==> src/rtl/usr_pkg.sv <==
// Shared mode encodings and serializer FSM states for the universal shift register.
package usr_pkg;

  localparam int unsigned MODE_W = 3;

  localparam logic [MODE_W-1:0] MODE_HOLD = 3'b000;
  localparam logic [MODE_W-1:0] MODE_SHL  = 3'b001;
  localparam logic [MODE_W-1:0] MODE_SHR  = 3'b010;
  localparam logic [MODE_W-1:0] MODE_LOAD = 3'b011;
  localparam logic [MODE_W-1:0] MODE_ROTL = 3'b100;
  localparam logic [MODE_W-1:0] MODE_ROTR = 3'b101;
  localparam logic [MODE_W-1:0] MODE_ASHR = 3'b110;
  localparam logic [MODE_W-1:0] MODE_SER  = 3'b111;

  typedef enum logic {
    ST_IDLE,
    ST_SHIFTING
  } usr_state_e;

endpackage

==> src/rtl/usr_bit_cell.sv <==
// One storage bit: 8:1 next-state mux selected by the effective mode, plus an
// asynchronously reset flip-flop. Neighbour bits are routed in by the top level.
module usr_bit_cell
  import usr_pkg::*;
#(
  parameter logic ResetVal = 1'b0
) (
  input  logic              clk_i,
  input  logic              rst_ni,
  input  logic [MODE_W-1:0] op_i,
  input  logic              d_i,
  input  logic              shl_i,
  input  logic              shr_i,
  input  logic              rotl_i,
  input  logic              rotr_i,
  input  logic              ashr_i,
  output logic              q_o
);

  logic q_d, q_q;

  // Select the next value of this bit from the operation in force.
  always_comb begin
    q_d = q_q;
    unique case (op_i)
      MODE_HOLD: q_d = q_q;
      MODE_SHL:  q_d = shl_i;
      MODE_SHR:  q_d = shr_i;
      MODE_LOAD: q_d = d_i;
      MODE_ROTL: q_d = rotl_i;
      MODE_ROTR: q_d = rotr_i;
      MODE_ASHR: q_d = ashr_i;
      MODE_SER:  q_d = d_i;
      default:   q_d = q_q;
    endcase
  end

  // Bit storage with asynchronous reset to the per-bit reset value.
  always_ff @(posedge clk_i or negedge rst_ni) begin
    if (!rst_ni) begin
      q_q <= ResetVal;
    end else begin
      q_q <= q_d;
    end
  end

  assign q_o = q_q;

endmodule

==> src/rtl/universal_shift_reg.sv <==
// N-bit universal shift register with an autonomous LSB-first serializer.
// The top owns the serializer FSM, bit counter and Done flag; the datapath is
// WIDTH usr_bit_cell instances fed with pre-wired neighbour vectors.
module universal_shift_reg
  import usr_pkg::*;
#(
  parameter int unsigned      WIDTH     = 8,
  parameter logic [WIDTH-1:0] RESET_VAL = '0
) (
  input  logic              Clk,
  input  logic              Resetn,
  input  logic [MODE_W-1:0] Mode,
  input  logic [WIDTH-1:0]  D,
  input  logic              Ser_In_L,
  input  logic              Ser_In_R,
  output logic [WIDTH-1:0]  Q,
  output logic              Ser_Out,
  output logic              Busy,
  output logic              Done
);

  localparam int unsigned CntW = (WIDTH > 2) ? $clog2(WIDTH) : 1;
  localparam logic [CntW-1:0] CntLast = CntW'(WIDTH - 1);

  usr_state_e      state_d, state_q;
  logic [CntW-1:0] cnt_d, cnt_q;
  logic            done_d, done_q;

  logic [MODE_W-1:0] op;
  logic [WIDTH-1:0]  q;
  logic [WIDTH-1:0]  shl_v, shr_v, rotl_v, rotr_v, ashr_v;

  // While serializing the external mode is ignored and every edge is an SHR.
  always_comb begin
    op = Mode;
    if (state_q == ST_SHIFTING) begin
      op = MODE_SHR;
    end
  end

  // Candidate next values for every bit, one vector per data-moving mode.
  assign shl_v  = {q[WIDTH-2:0], Ser_In_R};
  assign shr_v  = {Ser_In_L, q[WIDTH-1:1]};
  assign rotl_v = {q[WIDTH-2:0], q[WIDTH-1]};
  assign rotr_v = {q[0], q[WIDTH-1:1]};
  assign ashr_v = {q[WIDTH-1], q[WIDTH-1:1]};

  for (genvar i = 0; i < WIDTH; i++) begin : g_bit
    usr_bit_cell #(
      .ResetVal(RESET_VAL[i])
    ) u_cell (
      .clk_i (Clk),
      .rst_ni(Resetn),
      .op_i  (op),
      .d_i   (D[i]),
      .shl_i (shl_v[i]),
      .shr_i (shr_v[i]),
      .rotl_i(rotl_v[i]),
      .rotr_i(rotr_v[i]),
      .ashr_i(ashr_v[i]),
      .q_o   (q[i])
    );
  end

  // Serializer sequencing: start on SER, count WIDTH shifts, pulse Done once.
  always_comb begin
    state_d = state_q;
    cnt_d   = cnt_q;
    done_d  = 1'b0;
    unique case (state_q)
      ST_IDLE: begin
        if (Mode == MODE_SER) begin
          state_d = ST_SHIFTING;
          cnt_d   = '0;
        end
      end
      ST_SHIFTING: begin
        if (cnt_q == CntLast) begin
          state_d = ST_IDLE;
          cnt_d   = '0;
          done_d  = 1'b1;
        end else begin
          cnt_d = cnt_q + CntW'(1);
        end
      end
      default: begin
        state_d = ST_IDLE;
        cnt_d   = '0;
      end
    endcase
  end

  // Control state; reset aborts any run in progress without a Done pulse.
  always_ff @(posedge Clk or negedge Resetn) begin
    if (!Resetn) begin
      state_q <= ST_IDLE;
      cnt_q   <= '0;
      done_q  <= 1'b0;
    end else begin
      state_q <= state_d;
      cnt_q   <= cnt_d;
      done_q  <= done_d;
    end
  end

  assign Q       = q;
  assign Ser_Out = q[0];
  assign Busy    = (state_q == ST_SHIFTING);
  assign Done    = done_q;

endmodule

==> config.mk <==
export PLATFORM = sky130hd
export DESIGN_NAME = universal_shift_reg
export DESIGN_NICKNAME = d
export VERILOG_FILES = /design/src/rtl/usr_pkg.sv /design/src/rtl/usr_bit_cell.sv /design/src/rtl/universal_shift_reg.sv
export SDC_FILE = /design/constraint.sdc
export NUM_CORES = 1
export LEC_CHECK = 0
export BUFFER_PORTS_ARGS = -buffer_cell sky130_fd_sc_hd__buf_2
export CAP_MARGIN = 20
export CELL_PAD_IN_SITES_DETAIL_PLACEMENT = 0
export CELL_PAD_IN_SITES_GLOBAL_PLACEMENT = 1
export CORE_UTILIZATION = 36
export DETAILED_ROUTE_END_ITERATION = 8
export PLACE_DENSITY_LB_ADDON = 0.1
export SETUP_SLACK_MARGIN = 0.5
export SYNTH_ARGS = -nofsm -noshare
export SYNTH_HDL_FRONTEND = slang
export SYNTH_SLANG_ARGS = --single-unit
==> constraint.sdc <==
create_clock -name Clk -period 1.6 [get_ports Clk]
set_input_delay 0.24 -clock Clk [delete_from_list [all_inputs] [get_ports Clk]]
set_output_delay 0.24 -clock Clk [all_outputs]
set_load 0.05 [all_outputs]
* Word-level counts from Yosys, hierarchy flattened *
Cells that the tools add are included.

storage, ports and cells
  bits in registers = 13
  input port bits = 15
  output and inout port bits = 11

cells by class
  add/subtract/negate cells = 1
  equal/unequal tests = 10
  mux-type cells = 17
  bitwise operators = 1
  reductions and logical operators = 5

operators by type and width
  operator                                             count
  equality test 3 bit, second input constant           6
  case mux 1 bit (3 select lines)                      6
  two-way mux 3 bit                                    3
  case mux 1 bit (4 select lines)                      2
  equality test 3 x 2 -> 1 bit, second input constant  2
  case mux 3 bit (2 select lines)                      1
  OR reduction 2 bit                                   3
  two-way mux 1 bit                                    4
  adder 3 x 1 -> 3 bit, second input constant          1
  equality test 3 x 1 -> 1 bit, second input constant  1
  zero test 3 bit                                      1
  OR reduction 3 bit                                   1
  inequality test 2 bit, second input constant         1
  case mux 1 bit (2 select lines)                      1
  NOT 1 bit                                            1

* Depth between registers and ports, before layout *
Gate-level depths: netlist (run 1).

  depth in word-level cells = 4
  gate-level depth with buffers = 6
  gate-level depth less buffers = 4

* Hierarchy *
A second synthesis (run 1) with hierarchy kept.

second synthesis, totals
  cell total of the unflattened synthesis = 66
  area, all modules = 1012.2 µm²

by module, submodules not included
  module               times used  cells each  area each (µm²)  sequential area each (µm²)
  usr_bit_cell         8           5           88.8             25.0
  universal_shift_reg  1           26          301.5            125.1

* Worst setup path after synthesis (run 1) *
Ideal clock, no wire load.

  path kind = reg-to-reg
  start = reg state_q (netlist: Busy)
  end = reg state_q (netlist: Busy)
  setup time = 0.135 ns
  arrival = 1.344 ns
  required time = 1.465 ns
  slack = 0.121 ns
  cell stages (with the launch flop) = 4
  period minus slack after synthesis = 1.479 ns
  cell sequence = dfrtp_1 clkbuf_1 clkbuf_1 o21ai_0

on the way
  longest elaborated chain between the ends = 2

RTL lines
  what                                 line                        text
  start: declaration                   universal_shift_reg.sv:25   usr_state_e state_d, state_q;
  start signal: assignment             universal_shift_reg.sv:100  state_q <= state_d;
  NOT 1 bit                            --
  case mux 1 bit (2 select lines) (*)  universal_shift_reg.sv:70   unique case (state_q)
  net state_d                          universal_shift_reg.sv:25

Mark *: on every way through the listed nets, which the timed path passes. The rest lies on a longest branch.
A chain may end at the register's enable or synchronous reset.

* Worst setup path in the final report (run 1) *
  start = reg state_q (netlist: Busy)
  end = out Busy

RTL lines
  what              line                       text
  end: declaration  universal_shift_reg.sv:18  output logic Busy,

No word-level cell between the ends.

==> results of run 1 <==
-- path summary, 6_finish.rpt --
path / cells after the start / from / slack (ns) / end
min in group asynchronous: 2 / Resetn / 0.38 / g_bit[4].u_cell.q_o$_DFFE_PN0P_
max in group asynchronous: 2 / Resetn / 0.97 / Busy$_DFF_PN0_
min: 3 / Ser_In_L / 0.20 / g_bit[7].u_cell.q_o$_DFFE_PN0N_
max reg2reg: 3 / Busy$_DFF_PN0_ / 0.34 / g_bit[0].u_cell.q_o$_DFFE_PN0P_
min reg2reg: 2 / cnt_q[1]$_DFFE_PN0P_ / 0.55 / cnt_q[1]$_DFFE_PN0P_
max: 2 / Busy$_DFF_PN0_ / 0.33 / Busy
-- timing repair --
item                       CTS  global route
gates cloned                 0             0
setup endpoints to repair   21            17
hold buffers                 1             0
gates resized for setup     29            21
setup buffers                9             3
pin swaps                    3             6
hold endpoints to repair    13             0
-- state kept, by name, indices dropped and copies added (netlist names) --
| register | cells |
|---|---|
| g_bit.u_cell.q_o | 8 |
| cnt_q | 3 |
| Busy | 1 |
| Done | 1 |
-- report_power, final --
part / switching (W) / total, W / internal, W
sequential: 0.000125 / 0.000609 / 0.000484
clock: 0.000103 / 0.000200 / 0.0000965
combinational: 0.000977 / 0.00173 / 0.000758
total: 0.00121 / 0.00254 / 0.00134
-- stage by stage --
step	setup slack, ns	cell area [µm²]	cells	hold slack [ns]	power (W)
after floorplan	0.2337	848.3	97	-0.05559	0.001609
after global routing	0.2620	1247	157	0.2196	0.002719
after detailed placement	0.1315	942.2	140	0.1440	0.001750
final	0.3302	1247	157	0.1983	0.002543
after global placement	0.1456	942.2	140	0.1506	0.001746
after CTS	0.3189	1147	154	0.1940	0.002346
-- critical path, stage by stage (launching register included) --
cell and delay, ns:
dfrtp_2 0.40, buf_6 0.18, buf_6 0.18
-- final cells by class --
cell class	instances	area share
Clock buffer	4	0.02106
Sequential cell	13	0.2618
Inverter	2	0.006018
Multi-Input combinational cell	68	0.4142
Tap cell	28	0.02808
Timing Repair Buffer	42	0.2688
-- synth_stat cells, drive strengths merged --
cell type   n
nand2      15
dfrtp      13
buf        10
a21oi       8
nor2        8
a2bb2oi     6
o21ai       6
o31ai       6
clkbuf      4
nor2b       4
and2        2
ha          2
inv         2
nand2b      2
a2111oi     1
a211o       1
a21o        1
a221oi      1
a222oi      1
nand3       1
nor4        1
o22ai       1
xor2        1
-- metal layers --
layer	global-route usage	share of wire
met5	0	0
met4	0.04167	0.016
met3	0.04848	0.036
met2	0.3289	0.52
met1	0.2262	0.43
-- logic make-up (layout without fill, tap and decap cells) --
logic type | count (synthesis) | count (layout) | synth area share
simple gates | 33 | 33 | 0.1872
compound gates | 32 | 32 | 0.2689
xor+xnor | 1 | 1 | 0.01040
flops | 13 | 13 | 0.3863
fa+ha+maj | 2 | 2 | 0.02971
buf+inv | 16 | 48 | 0.1174
==> results.txt, run 1 <==
CTS max path bufs -> 2
total gr overflow -> 0
Sum Neg Setup Slack -> 0 ns
global-route usage over all layers -> 0.1869
Fillers -> 221
RSZ-0062 raised after global routing -> true
Placer Congestion -> 0.8133
final worst path period need -> 1.270 ns
H-tree levels -> 1
Final nets -> 147
path type of the worst setup path -> reg -> out
routed via count -> 828
largest area contributor in the netlist -> dfrtp_1
Routed WL -> 2199 µm
drt drc -> 0
Max Clk Rate -> 787.5 MHz
# clock sinks -> 13
syn nets -> 114
synthesis-stage register bit count -> 13
Hold WC Path Type -> in -> reg
DRT iter0 DRCs -> 13
Syn-to-layout area delta -> 48.14%
Pins Over Slew Limit -> 0
register area -> 326.6 µm²
Syn Inst Count -> 97
Critical Path Sink Type -> output port
Leak -> 0.5931 nW
Tcrit/Tclk final -> 0.7936
DR vias/cell -> 5.274
Post-Syn Area per Cell -> 8.681 µm²
synth warn -> 0
Root Driver -> clkbuf_4
DR pass1 iterations -> 4
largest net degree at the start of global routing -> 15
crit path DAT -> 1.03 ns
Die X -> 50.37 µm
crit start category -> register
worst slew pin tran -> 0.4394 ns
Mapped Area -> 842.1 µm²
Max-Cap Viols -> 0
Post-DRT Antenna Nets -> 0
outcome -> finished clean
initial core utilization -> 0.3807
port bufs -> 25
Slew HR -> 0.6995
PwrDens -> 2039 nW/µm²
Clk pin slew, worst setup/hold paths -> 0.08 ns
most frequent cells in the layout -> 14 x buf_2, 14 x buf_4, 12 x dfrtp_1, 12 x buf_6, 9 x nand2_1
clock latency on the worst-skew pair -> 0.27 ns
post-synth top area share -> 0.3863
layout cells sized above 1 -> 0.4961
diode count -> 0
DR WL/cell -> 14.01 µm
CTS Buf Count -> 3
CTS tree -> built
Multi-input gate area -> 516.7 µm²
Hold Fails Final Rpt -> 0
worst clock skew -> 0.0008063 ns
register area share after synthesis -> 0.3863
Max FO, Critical Path -> 14
Synth area leaders -> dfrtp_1 39%, buf_4 7.1%, nand2_1 6.7%
worst path required time -> 1.36 ns
Core ar. -> 2212 µm²
VDD IR max -> 1.217 mV
Synth cell types -> 28
# rows -> 17
I/O pin cnt -> 26
DPL Wire Length -> 1417 µm
chip height -> 50.37 µm
Final setup viols -> 0
antenna violations before repair -> 0
first-pass GRT wire length -> 3532 µm
vias in the first global route -> 782
post-layout util -> 0.5639
DIE AREA -> 2537 µm²
Power figures use the tool's default switching activity.
==> run 2, diff against run 1 <==
CORE_UTILIZATION = 32   (was 36)
clock period = 1.1 ns   (was 1.6 ns; I/O delays follow)
==> results.txt, run 2 (synthesis results as in run 1) <==
CTS Buf Count -> 3 (unchanged)
dpl ws -> -0.2188 ns (was 0.1315 ns)
H-tree levels -> 1 (unchanged)
antenna violations before repair -> 0 (unchanged)
Root Driver -> clkbuf_4 (unchanged)
routed via count -> 817 (was 828)
vias in the first global route -> 781 (was 782)
most common cell after layout, fill and taps aside -> buf_4
worst path required time -> 1.26 ns (was 1.36 ns)
Final setup viols -> 8 (was 0)
Hold WC Path Type -> in -> reg (unchanged)
port bufs -> 25 (unchanged)
I/O pin cnt -> 26 (unchanged)
Core ar. -> 2477 µm² (was 2212 µm²)
global-route usage over all layers -> 0.1847 (was 0.1869)
register area -> 329.1 µm² (was 326.6 µm²)
DIE AREA -> 2840 µm² (was 2537 µm²)
diode count -> 0 (unchanged)
DR vias/cell -> 4.982 (was 5.274)
dpl cell area -> 1013 µm² (was 942.2 µm²)
Post-DRT Antenna Nets -> 0 (unchanged)
Hold Fails Final Rpt -> 0 (unchanged)
WL met2 -> 1094 µm (was 1138 µm)
Tcrit/Tclk final -> 1.135
initial core utilization -> 0.3399 (was 0.3807)
# rows -> 18 (was 17)
Post-Layout Inst Area -> 1277 µm² (was 1247 µm²)
clock latency on the worst-skew pair -> 0.28 ns (was 0.27 ns)
met3 WL -> 119 µm (was 80 µm)
DPL Wire Length -> 1570 µm (was 1417 µm)
DRT iter0 DRCs -> 15 (was 13)
Multi-input gate area -> 505.5 µm² (was 516.7 µm²)
Max-Cap Viols -> 0 (unchanged)
PwrDens -> 2861 nW/µm² (was 2039 nW/µm²)
Die X -> 53.30 µm (was 50.37 µm)
Critical Path Sink Type -> register (was output port)
M1 WL -> 1028 µm (was 943 µm)
Fillers -> 257 (was 221)
CTS max path bufs -> 2 (unchanged)
Clk pin slew, worst setup/hold paths -> 0.09 ns (was 0.08 ns)
Final nets -> 152 (was 147)
Pins Over Slew Limit -> 0 (unchanged)
drt drc -> 0 (unchanged)
RSZ-0062 raised after global routing -> true (unchanged)
total gr overflow -> 0 (unchanged)
crit path DAT -> 1.41 ns (was 1.03 ns)
Syn-to-layout area delta -> 51.71% (was 48.14%)
DR pass1 iterations -> 4 (unchanged)
worst slew pin tran -> 0.3509 ns (was 0.4394 ns)
layout cells sized above 1 -> 0.5075 (was 0.4961)
Max Clk Rate -> 801.3 MHz
path type of the worst setup path -> reg -> reg (was reg -> out)
final worst path period need -> 1.248 ns
max reg flops -> 8 (unchanged)
# clock sinks -> 13 (unchanged)
VDD IR max -> 1.478 mV (was 1.217 mV)
largest net degree at the start of global routing -> 14 (was 15)
first-pass GRT wire length -> 3712 µm (was 3532 µm)
Leak -> 0.6052 nW (was 0.5931 nW)
Max FO, Critical Path -> 4 (was 14)
chip height -> 53.30 µm (was 50.37 µm)
crit start category -> register (unchanged)
Hold Slack -> 0.1027 ns (was 0.1983 ns)
failing checks -> setup timing
Slew HR -> 0.7600 (was 0.6995)
outcome -> finished with violations (was finished clean)
CTS tree -> built (unchanged)
Routed WL -> 2272 µm (was 2199 µm)
DR WL/cell -> 13.85 µm (was 14.01 µm)
most frequent cells in the layout -> 21 x buf_4, 14 x nand2_1, 13 x buf_2 (was 14 x buf_2, 14 x buf_4, 12 x dfrtp_1, 12 x buf_6, 9 x nand2_1)
Top Metal Used -> met4 (unchanged)
worst clock skew -> 0.004470 ns (was 0.0008063 ns)
Placer Congestion -> 0.7499 (was 0.8133)
setup ws final -> -0.1480 ns (was 0.3302 ns)
==> run 2: cell count changes in the layout (fill, tap and decap cells not counted), sizes merged <==
cell    change
clkbuf      +1
buf         +4
==> run 2: worst paths after layout <==
| check | startpoint | end | depth (start not counted) | slack [ns] |
|---|---|---|---|---|
| worst max register to register | Busy$_DFF_PN0_ | g_bit[0].u_cell.q_o$_DFFE_PN0P_ | 3 | -0.15 |
| worst max-delay path | Busy$_DFF_PN0_ | g_bit[0].u_cell.q_o$_DFFE_PN0P_ | 3 | -0.15 |
| min in group asynchronous | Resetn | g_bit[2].u_cell.q_o$_DFFE_PN0P_ | 2 | 0.28 |
| worst min register to register | g_bit[7].u_cell.q_o$_DFFE_PN0N_ | g_bit[6].u_cell.q_o$_DFFE_PN0P_ | 2 | 0.55 |
| max in group asynchronous | Resetn | Done$_DFF_PN0_ | 2 | 0.63 |
| worst min-delay path | Ser_In_L | g_bit[7].u_cell.q_o$_DFFE_PN0N_ | 3 | 0.10 |
==> run 2: routing by layer <==
| metal | vias to the layer above | global-route usage |
|---|---|---|
| met2 | 23 | 0.2813 |
| li1 | 407 | - |
| met1 | 383 | 0.2406 |
| met5 | - | 0 |
| met3 | 4 | 0.06322 |
| met4 | 0 | 0.05702 |
==> run 2: area by class of cell <==
cell class / instances / share of cell area
clock buffers: 4 / 0.02057
well taps: 30 / 0.02938
flip-flops and latches: 13 / 0.2576
multi-input cells: 68 / 0.3957
repair buffers: 47 / 0.2909
inverters: 2 / 0.005877
==> run 2: report_power, final <==
part,internal (W),switching [W]
Clock,0.000141,0.000172
Combinational,0.00105,0.00134
Sequential,0.000708,0.000248
==> run 2: metrics by stage <==
step                instances  total power [W]  setup TNS, ns    util
CTS                       163         0.003536        -0.3604  0.4934
finish                    164         0.003655        -0.3186  0.5157
global route              164         0.003924        -0.9289  0.5157
detailed placement        151         0.002631         -1.707  0.4091
floorplan                  97         0.002438         -1.039       -
global placement          151         0.002615         -1.409  0.4091
==> run 2: repair_timing <==
action / 4_1_cts / 5_1_grt
resized for setup: 37 / 10
setup buffers: 7 / 1
setup endpoints to repair: 24 / 37
endpoints found under the hold margin: 13 / 0
pin swaps: 2 / 1
hold buffers: 1 / 0
==> run 2: critical path: stages, from the launching register on <==
cell and delay (ns):
dfrtp_2 0.43, a211o_4 0.28, a222oi_1 0.33, o21ai_1 0.09
